## src/rtl/counter_ctrl_pkg.sv

```systemverilog
// rtl/counter_ctrl_pkg.sv - shared state encoding and timing defaults for counter_ctrl
package counter_ctrl_pkg;

  typedef enum logic [1:0] {
    ST_STOP = 2'd0,
    ST_RUN  = 2'd1,
    ST_LOAD = 2'd2
  } state_e;

  localparam int unsigned CLK_HZ           = 12_000_000;
  localparam int unsigned DEFAULT_PRESCALE = CLK_HZ;
  localparam int unsigned DEFAULT_DEBOUNCE = 240_000;

  // Counter width able to hold 0..n-1, never narrower than one bit.
  function automatic int unsigned cnt_width(input int unsigned n);
    return (n > 1) ? $clog2(n) : 1;
  endfunction

endpackage

```

## src/rtl/counter_ctrl_btn_debounce.sv

```systemverilog
// rtl/counter_ctrl_btn_debounce.sv - button synchroniser, debouncer and press pulse
module btn_debounce
  import counter_ctrl_pkg::*;
#(
  parameter int unsigned DEBOUNCE_CYCLES = DEFAULT_DEBOUNCE
) (
  input  logic clk,
  input  logic rst_n,
  input  logic btn_i,
  output logic press_o
);

  localparam int unsigned CW = cnt_width(DEBOUNCE_CYCLES);
  localparam logic [CW-1:0] CNT_LAST = CW'(DEBOUNCE_CYCLES - 1);

  logic          sync1_q, sync2_q;
  logic          stable_q, stable_d;
  logic          press_q, press_d;
  logic [CW-1:0] cnt_q, cnt_d;

  // Only a level that stays different from the stable one long enough is accepted.
  always_comb begin
    stable_d = stable_q;
    cnt_d    = '0;
    press_d  = 1'b0;
    if (sync2_q != stable_q) begin
      if (cnt_q == CNT_LAST) begin
        stable_d = sync2_q;
        press_d  = sync2_q;
      end else begin
        cnt_d = cnt_q + CW'(1);
      end
    end
  end

  always_ff @(posedge clk or negedge rst_n) begin
    if (!rst_n) begin
      sync1_q  <= 1'b0;
      sync2_q  <= 1'b0;
      stable_q <= 1'b0;
      cnt_q    <= '0;
      press_q  <= 1'b0;
    end else begin
      sync1_q  <= btn_i;
      sync2_q  <= sync1_q;
      stable_q <= stable_d;
      cnt_q    <= cnt_d;
      press_q  <= press_d;
    end
  end

  assign press_o = press_q;

endmodule

```

## src/rtl/counter_ctrl.sv

```systemverilog
// rtl/counter_ctrl.sv - button-driven control front-end for the loadable counter
module counter_ctrl
  import counter_ctrl_pkg::*;
#(
  parameter int unsigned PRESCALE        = DEFAULT_PRESCALE,
  parameter int unsigned DEBOUNCE_CYCLES = DEFAULT_DEBOUNCE,
  parameter int unsigned DAT_W           = 4
) (
  input  logic             clk,
  input  logic             rst_n,
  input  logic             btn_run,
  input  logic             btn_load,
  input  logic             btn_clr,
  input  logic [DAT_W-1:0] sw,
  output logic             en,
  output logic             ld,
  output logic [DAT_W-1:0] dat_in,
  output logic             cnt_rst,
  output logic             running
);

  localparam int unsigned PW = cnt_width(PRESCALE);
  localparam logic [PW-1:0] PRE_LAST = PW'(PRESCALE - 1);

  logic press_run, press_load, press_clr;

  btn_debounce #(.DEBOUNCE_CYCLES(DEBOUNCE_CYCLES)) u_db_run (
    .clk(clk), .rst_n(rst_n), .btn_i(btn_run), .press_o(press_run)
  );
  btn_debounce #(.DEBOUNCE_CYCLES(DEBOUNCE_CYCLES)) u_db_load (
    .clk(clk), .rst_n(rst_n), .btn_i(btn_load), .press_o(press_load)
  );
  btn_debounce #(.DEBOUNCE_CYCLES(DEBOUNCE_CYCLES)) u_db_clr (
    .clk(clk), .rst_n(rst_n), .btn_i(btn_clr), .press_o(press_clr)
  );

  logic [DAT_W-1:0] sw1_q, sw2_q;
  state_e           state_q, state_d;
  logic             ret_q, ret_d;
  logic [PW-1:0]    pre_q, pre_d, pre_inc;
  logic             tick;
  logic             en_q, en_d, ld_q, ld_d, rst_q, rst_d, run_q, run_d;
  logic [DAT_W-1:0] dat_q, dat_d;
  logic             do_clr, do_load, do_run;

  assign do_clr  = press_clr;
  assign do_load = press_load & ~press_clr;
  assign do_run  = press_run & ~press_load & ~press_clr;
  assign tick    = (pre_q == PRE_LAST);
  assign pre_inc = tick ? '0 : pre_q + PW'(1);

  always_comb begin
    state_d = state_q;
    ret_d   = ret_q;
    pre_d   = pre_q;
    en_d    = 1'b0;
    ld_d    = 1'b0;
    rst_d   = 1'b0;
    dat_d   = dat_q;
    case (state_q)
      ST_STOP, ST_RUN: begin
        if (do_clr) begin
          rst_d = 1'b1;
          pre_d = '0;
        end else if (do_load) begin
          // A tick landing on the press cycle is absorbed by the load strobe.
          state_d = ST_LOAD;
          ret_d   = (state_q == ST_RUN);
          en_d    = 1'b1;
          ld_d    = 1'b1;
          dat_d   = sw2_q;
          pre_d   = (state_q == ST_RUN) ? pre_inc : '0;
        end else if (do_run) begin
          state_d = (state_q == ST_RUN) ? ST_STOP : ST_RUN;
          pre_d   = '0;
        end else if (state_q == ST_RUN) begin
          pre_d = pre_inc;
          en_d  = tick;
        end else begin
          pre_d = '0;
        end
      end
      ST_LOAD: begin
        state_d = ret_q ? ST_RUN : ST_STOP;
      end
      default: begin
        state_d = ST_STOP;
        pre_d   = '0;
      end
    endcase
    run_d = (state_d == ST_RUN) || ((state_d == ST_LOAD) && ret_d);
  end

  always_ff @(posedge clk or negedge rst_n) begin
    if (!rst_n) begin
      sw1_q   <= '0;
      sw2_q   <= '0;
      state_q <= ST_STOP;
      ret_q   <= 1'b0;
      pre_q   <= '0;
      en_q    <= 1'b0;
      ld_q    <= 1'b0;
      dat_q   <= '0;
      rst_q   <= 1'b1;
      run_q   <= 1'b0;
    end else begin
      sw1_q   <= sw;
      sw2_q   <= sw1_q;
      state_q <= state_d;
      ret_q   <= ret_d;
      pre_q   <= pre_d;
      en_q    <= en_d;
      ld_q    <= ld_d;
      dat_q   <= dat_d;
      rst_q   <= rst_d;
      run_q   <= run_d;
    end
  end

  assign en      = en_q;
  assign ld      = ld_q;
  assign dat_in  = dat_q;
  assign cnt_rst = rst_q;
  assign running = run_q;

endmodule
```

## config.mk

```make
export PLATFORM = sky130hd
export DESIGN_NAME = counter_ctrl
export DESIGN_NICKNAME = d
export VERILOG_FILES = /design/src/rtl/counter_ctrl_pkg.sv /design/src/rtl/counter_ctrl_btn_debounce.sv /design/src/rtl/counter_ctrl.sv
export SDC_FILE = /design/constraint.sdc
export NUM_CORES = 1
export LEC_CHECK = 0
export BUFFER_PORTS_ARGS = -buffer_cell sky130_fd_sc_hd__buf_4
export CELL_PAD_IN_SITES_DETAIL_PLACEMENT = 1
export CELL_PAD_IN_SITES_GLOBAL_PLACEMENT = 2
export CORE_MARGIN = 1
export CORE_UTILIZATION = 45
export CTS_CLUSTER_SIZE = 28
export DETAILED_ROUTE_END_ITERATION = 10
export PLACE_DENSITY = 0.86
export SLEW_MARGIN = 20
export SYNTH_ARGS = -nofsm -noshare
export SYNTH_HDL_FRONTEND = slang
export SYNTH_HIERARCHICAL = 1
export SYNTH_SLANG_ARGS = --single-unit
```

## constraint.sdc

```tcl
create_clock -name clk -period 2.8 [get_ports clk]
set_input_delay 0.14 -clock clk [delete_from_list [all_inputs] [get_ports clk]]
set_output_delay 0.14 -clock clk [all_outputs]
set_load 0.03 [all_outputs]
```

==> report_table.html <==
<table>
<tr><th>Metric</th><th>Value</th></tr>
<tr><th colspan="2">Outcome</th></tr>
<tr><td>Run status</td><td>completed</td></tr>
<tr><th colspan="2">STA</th></tr>
<tr><td>Endpoints failing setup</td><td>0</td></tr>
<tr><td>Max-slew headroom at the worst pin</td><td>around 35%</td></tr>
<tr><td>Final total negative setup slack</td><td>0 ps</td></tr>
<tr><td>Final critical-path share of the clock period</td><td>81.49%</td></tr>
<tr><td>F_max</td><td>around 440 MHz</td></tr>
<tr><td>Final slew viol count</td><td>0</td></tr>
<tr><td>Slew at the pin with the worst max-slew slack</td><td>980.1 ps</td></tr>
<tr><td>Hold_ws</td><td>around 350 ps</td></tr>
<tr><td>Unrepaired setup endpoints after global routing</td><td>false</td></tr>
<tr><td>Maximum clock skew at final layout</td><td>3.629 ps</td></tr>
<tr><td>Clock period minus worst slack</td><td>approximately 2300 ps</td></tr>
<tr><td>Number of failing hold endpoints at the final stage</td><td>0</td></tr>
<tr><th colspan="2">Critical path</th></tr>
<tr><td>Worst reg2reg path depth</td><td>6</td></tr>
<tr><td>Reg-to-reg startpoint</td><td>pre_q[0]</td></tr>
<tr><td>Critical Path Start</td><td>pre_q[0]</td></tr>
<tr><td>Arrival time at the worst endpoint</td><td>approximately 2600 ps</td></tr>
<tr><td>Sort of element at the end of the critical path</td><td>flip-flop</td></tr>
<tr><td>Reg2reg end</td><td>pre_q[20]</td></tr>
<tr><td>Worst setup path category</td><td>reg -&gt; reg</td></tr>
<tr><td>Reg-to-reg setup timing slack</td><td>520 ps</td></tr>
<tr><td>Req. time, crit path</td><td>between 3000 and 4000 ps</td></tr>
<tr><td>CP Max Fanout</td><td>22</td></tr>
<tr><td>Destination of the critical timing path</td><td>pre_q[20]</td></tr>
<tr><td>Startpoint types</td><td>flip-flop</td></tr>
<tr><th colspan="2">Detailed routing</th></tr>
<tr><td>DRC violation total after the first TritonRoute iteration</td><td>150</td></tr>
<tr><td>Post-detailed-route count of antenna-violating nets</td><td>0</td></tr>
<tr><td>Total detailed-routing wirelength</td><td>roughly 11,000 um</td></tr>
<tr><td>DR pass1 iterations</td><td>5</td></tr>
<tr><td>DRC errors left</td><td>0</td></tr>
<tr><td>Via density per instance</td><td>roughly 5.7</td></tr>
<tr><td>Detailed-route wire length per cell</td><td>16.70 um</td></tr>
<tr><td>Total number of vias</td><td>between 3,000 and 4,000</td></tr>
<tr><th colspan="2">Finish</th></tr>
<tr><td>Signed area change from the synthesized netlist to the final layout</td><td>12.12%</td></tr>
<tr><td>Post-route cell area</td><td>about 5900 um^2</td></tr>
<tr><td>Share of final-layout standard cells stronger than drive strength 1</td><td>between 10% and 20%</td></tr>
<tr><td>Antenna Cells</td><td>0</td></tr>
<tr><td>Final design utilization</td><td>between 50% and 60%</td></tr>
<tr><td>Number of nets in the final layout</td><td>between 500 and 600</td></tr>
<tr><th colspan="2">CTS</th></tr>
<tr><td>Clock tree from TritonCTS</td><td>yes</td></tr>
<tr><td>Clock root buffer master</td><td>sky130_fd_sc_hd__clkbuf_16</td></tr>
<tr><td>Number of clock buffers inserted by TritonCTS</td><td>9</td></tr>
<tr><td>Skew-Pair Late Insertion Delay</td><td>350 ps</td></tr>
<tr><td>H-Tree Depth</td><td>3</td></tr>
<tr><td>Setup bufs post-CTS</td><td>0</td></tr>
<tr><td>Clock sink total</td><td>109</td></tr>
<tr><td>Clk pin slew, worst setup/hold paths</td><td>70 ps</td></tr>
<tr><td>Hold buffer count at CTS</td><td>8</td></tr>
<tr><td>Post-CTS resize count</td><td>0</td></tr>
<tr><td>CTS max path bufs</td><td>2</td></tr>
<tr><th colspan="2">Floorplan</th></tr>
<tr><td>Boundary pin count</td><td>17</td></tr>
<tr><td>Die X-Extent</td><td>between 100 and 150 um</td></tr>
<tr><td>Initial cell density of the core</td><td>between 40% and 50%</td></tr>
<tr><td>Vertical extent of the die</td><td>110.1 um</td></tr>
<tr><td>Core region area</td><td>approximately 11,000 um^2</td></tr>
<tr><td>Overall die area</td><td>between 10,000 and 15,000 um^2</td></tr>
<tr><td>Row count</td><td>39</td></tr>
<tr><th colspan="2">Place</th></tr>
<tr><td>Gp weighted congestion</td><td>about 0.8</td></tr>
<tr><td>Area post-placement</td><td>about 5500 um^2</td></tr>
<tr><td>Port Buffer Count</td><td>16</td></tr>
<tr><td>Detailed-placement wirelength estimate</td><td>around 7500 um</td></tr>
<tr><th colspan="2">Synthesis</th></tr>
<tr><td>Number of different library cells in the post-synthesis netlist</td><td>53</td></tr>
<tr><td>Instance count of the mapped netlist</td><td>between 400 and 500</td></tr>
<tr><td>Synth async-reset ratio</td><td>100.0%</td></tr>
<tr><td>Net Count, Synth</td><td>~510</td></tr>
<tr><td>Dominant cells by area after synthesis</td><td>sky130_fd_sc_hd__dfrtp_1 (51%), sky130_fd_sc_hd__nor2_1 (4.6%), sky130_fd_sc_hd__xor2_1 (4.5%)</td></tr>
<tr><td>Dominant cell type by area after synthesis</td><td>sky130_fd_sc_hd__dfrtp_1</td></tr>
<tr><td>Primary FF master, synth</td><td>sky130_fd_sc_hd__dfrtp_1</td></tr>
<tr><td>Number of enable flip-flop cells after synthesis</td><td>0</td></tr>
<tr><td>Post-Synthesis Mean Instance Area</td><td>about 11 um^2</td></tr>
<tr><td>Count of state elements after synthesis</td><td>around 110</td></tr>
<tr><td>Part of the Yosys area used for sequential elements</td><td>51.94%</td></tr>
<tr><td>Ys Warns</td><td>6</td></tr>
<tr><td>Yosys top cell area share</td><td>roughly half</td></tr>
<tr><td>Combined area of all synthesized cells</td><td>5254 um^2</td></tr>
<tr><th colspan="2">GRT</th></tr>
<tr><td>Number of global-route vias before repair</td><td>3,832</td></tr>
<tr><td>Wire length of the first global-routing pass</td><td>19,110 um</td></tr>
<tr><td>Overall track demand over capacity in global routing</td><td>approximately 21%</td></tr>
<tr><td>Antenna violations before repair</td><td>0</td></tr>
<tr><td>Pin count of the biggest net entering global routing</td><td>55</td></tr>
<tr><td>Overflow after GRT</td><td>0</td></tr>
<tr><th colspan="2">Worst hold path</th></tr>
<tr><td>Hold Crit Class</td><td>reg -&gt; reg</td></tr>
<tr><th colspan="2">Run</th></tr>
<tr><td>Total of max-cap violations</td><td>0</td></tr>
<tr><th colspan="2">Pwr</th></tr>
<tr><td>Static Leakage</td><td>2.468 nW</td></tr>
<tr><td>Power density relative to cell area</td><td>around 500 nW/um^2</td></tr>
<tr><td>Total power after layout</td><td>2.936 mW</td></tr>
<tr><td>Maximum VDD drop</td><td>between 0.5 and 0.6 mV</td></tr>
</table>
-- layer usage --
metal	vias to the layer above	share of wire [%]	global-route usage, %
li1	1826	-	-
met2	44	49	33.35
met4	0	1.1	6.095
met5	-	0	0
met1	1919	47	27.39
met3	7	2.7	5.820
-- critical path, stage by stage (launching register included) --
cell	delay [ps]
sky130_fd_sc_hd__dfrtp_1	420
sky130_fd_sc_hd__ha_1	260
sky130_fd_sc_hd__nand3_1	190
sky130_fd_sc_hd__nor3_2	110
sky130_fd_sc_hd__a21oi_2	790
sky130_fd_sc_hd__nor2_1	270
sky130_fd_sc_hd__nor2_1	170
-- stage by stage --
stage	setup WS [ps]	instances
final	518.4	666
after global routing	313.0	666
after CTS	498.4	666
after detailed placement	518.6	642
after global placement	623.4	642
after floorplan	975.1	493
-- layout make-up --
class                           instances  area, um^2
Clock buffer                           10       239.0
Timing Repair Buffer                   28       242.7
Clock inverter                          6       46.29
Fill cell                            1273        5528
Multi-Input combinational cell        367        2444
Tap cell                              143       178.9
Inverter                                3       11.26
Sequential cell                       109        2729
-- cells in the mapped netlist, types with 3 or more instances --
library cell                count
sky130_fd_sc_hd__xnor2_1       24
sky130_fd_sc_hd__nor3_4         3
sky130_fd_sc_hd__dfrtp_1      108
sky130_fd_sc_hd__and4_1         7
sky130_fd_sc_hd__nand3_4        3
sky130_fd_sc_hd__nand4_1       25
sky130_fd_sc_hd__clkbuf_2       3
sky130_fd_sc_hd__and2_1         3
sky130_fd_sc_hd__ha_1           4
sky130_fd_sc_hd__nand4_4        3
sky130_fd_sc_hd__a31o_2         4
sky130_fd_sc_hd__o21ai_0       13
sky130_fd_sc_hd__inv_1          3
sky130_fd_sc_hd__and4_4         3
sky130_fd_sc_hd__or4b_1         4
sky130_fd_sc_hd__o21ai_1        3
sky130_fd_sc_hd__nor2_1        65
sky130_fd_sc_hd__a21oi_1       19
sky130_fd_sc_hd__or4_1          6
sky130_fd_sc_hd__buf_2          5
sky130_fd_sc_hd__nand4bb_1      4
sky130_fd_sc_hd__clkbuf_1       4
sky130_fd_sc_hd__nor4b_1        3
sky130_fd_sc_hd__mux2i_1        5
sky130_fd_sc_hd__nand2_1       39
sky130_fd_sc_hd__mux2_2         9
sky130_fd_sc_hd__nand3_1       33
sky130_fd_sc_hd__and3_1         7
sky130_fd_sc_hd__nor2_2         3
sky130_fd_sc_hd__or3_1          3
sky130_fd_sc_hd__nor4_1        10
sky130_fd_sc_hd__xor2_1        27
sky130_fd_sc_hd__o31ai_1        3
sky130_fd_sc_hd__nor3b_1        8
-- flip-flops by register name (all words and copies together), names as in the netlist, 2 cells and up --
name	count
sw1_q	4
dat_in	4
pre_q	24
sw2_q	4
u_db_clr/cnt_q	18
state_q	2
u_db_load/cnt_q	18
u_db_run/cnt_q	18
-- how the worst min path moves through the flow --
stage	cells past startpoint	slack, ps	endpoint	from
after floorplan	0	-160	dat_in[0]	rst_n
after global placement	1	230	pre_q[12]	rst_n
after detailed placement	1	230	pre_q[12]	rst_n
after CTS	0	350	sw2_q[1]	sw1_q[1]
after global routing	0	360	u_db_load/sync2_q	u_db_load/sync1_q
final	0	350	sw2_q[1]	sw1_q[1]
-- power by group --
group,switching (mW),internal [mW],total (mW)
sequential,0.0218,1.59,1.62
combinational,0.0572,0.0340,0.0912
clock,0.595,0.634,1.23
-- kinds of logic (layout without fill, tap and decap cells) --
family          count (synthesis)  in the layout  share of synthesized area [%]
mux                            14             14                          2.882
compound gates                 55             55                          6.406
buf+inv                        17             47                          1.548
simple gates                  243            243                          27.77
flops                         109            109                          51.94
fa+ha+maj                       4              4                         0.9526
xor+xnor                       51             51                          8.502
-- cells in the final DEF, fill, tap and decap left out, drive strengths merged, types with 3 or more instances in the layout --
cell type	synthesis	final
a21oi	20	20
and3	7	7
or4	6	6
o31ai	3	3
mux2	9	9
mux2i	5	5
or3	3	3
nor4	13	13
or4b	4	4
ha	4	4
nor2	68	68
inv	3	5
xnor2	24	24
a31o	4	4
and4	10	10
buf	7	20
nand2	39	39
clkbuf	7	10
nand4	28	28
dlygate4sd3	0	8
nor3	6	6
nor3b	8	8
o21ai	16	16
nand3	36	36
and2	3	3
xor2	27	27
nand4bb	4	4
dfrtp	108	108
nor4b	3	3
Note: power is estimated with default switching activity, not from simulation.
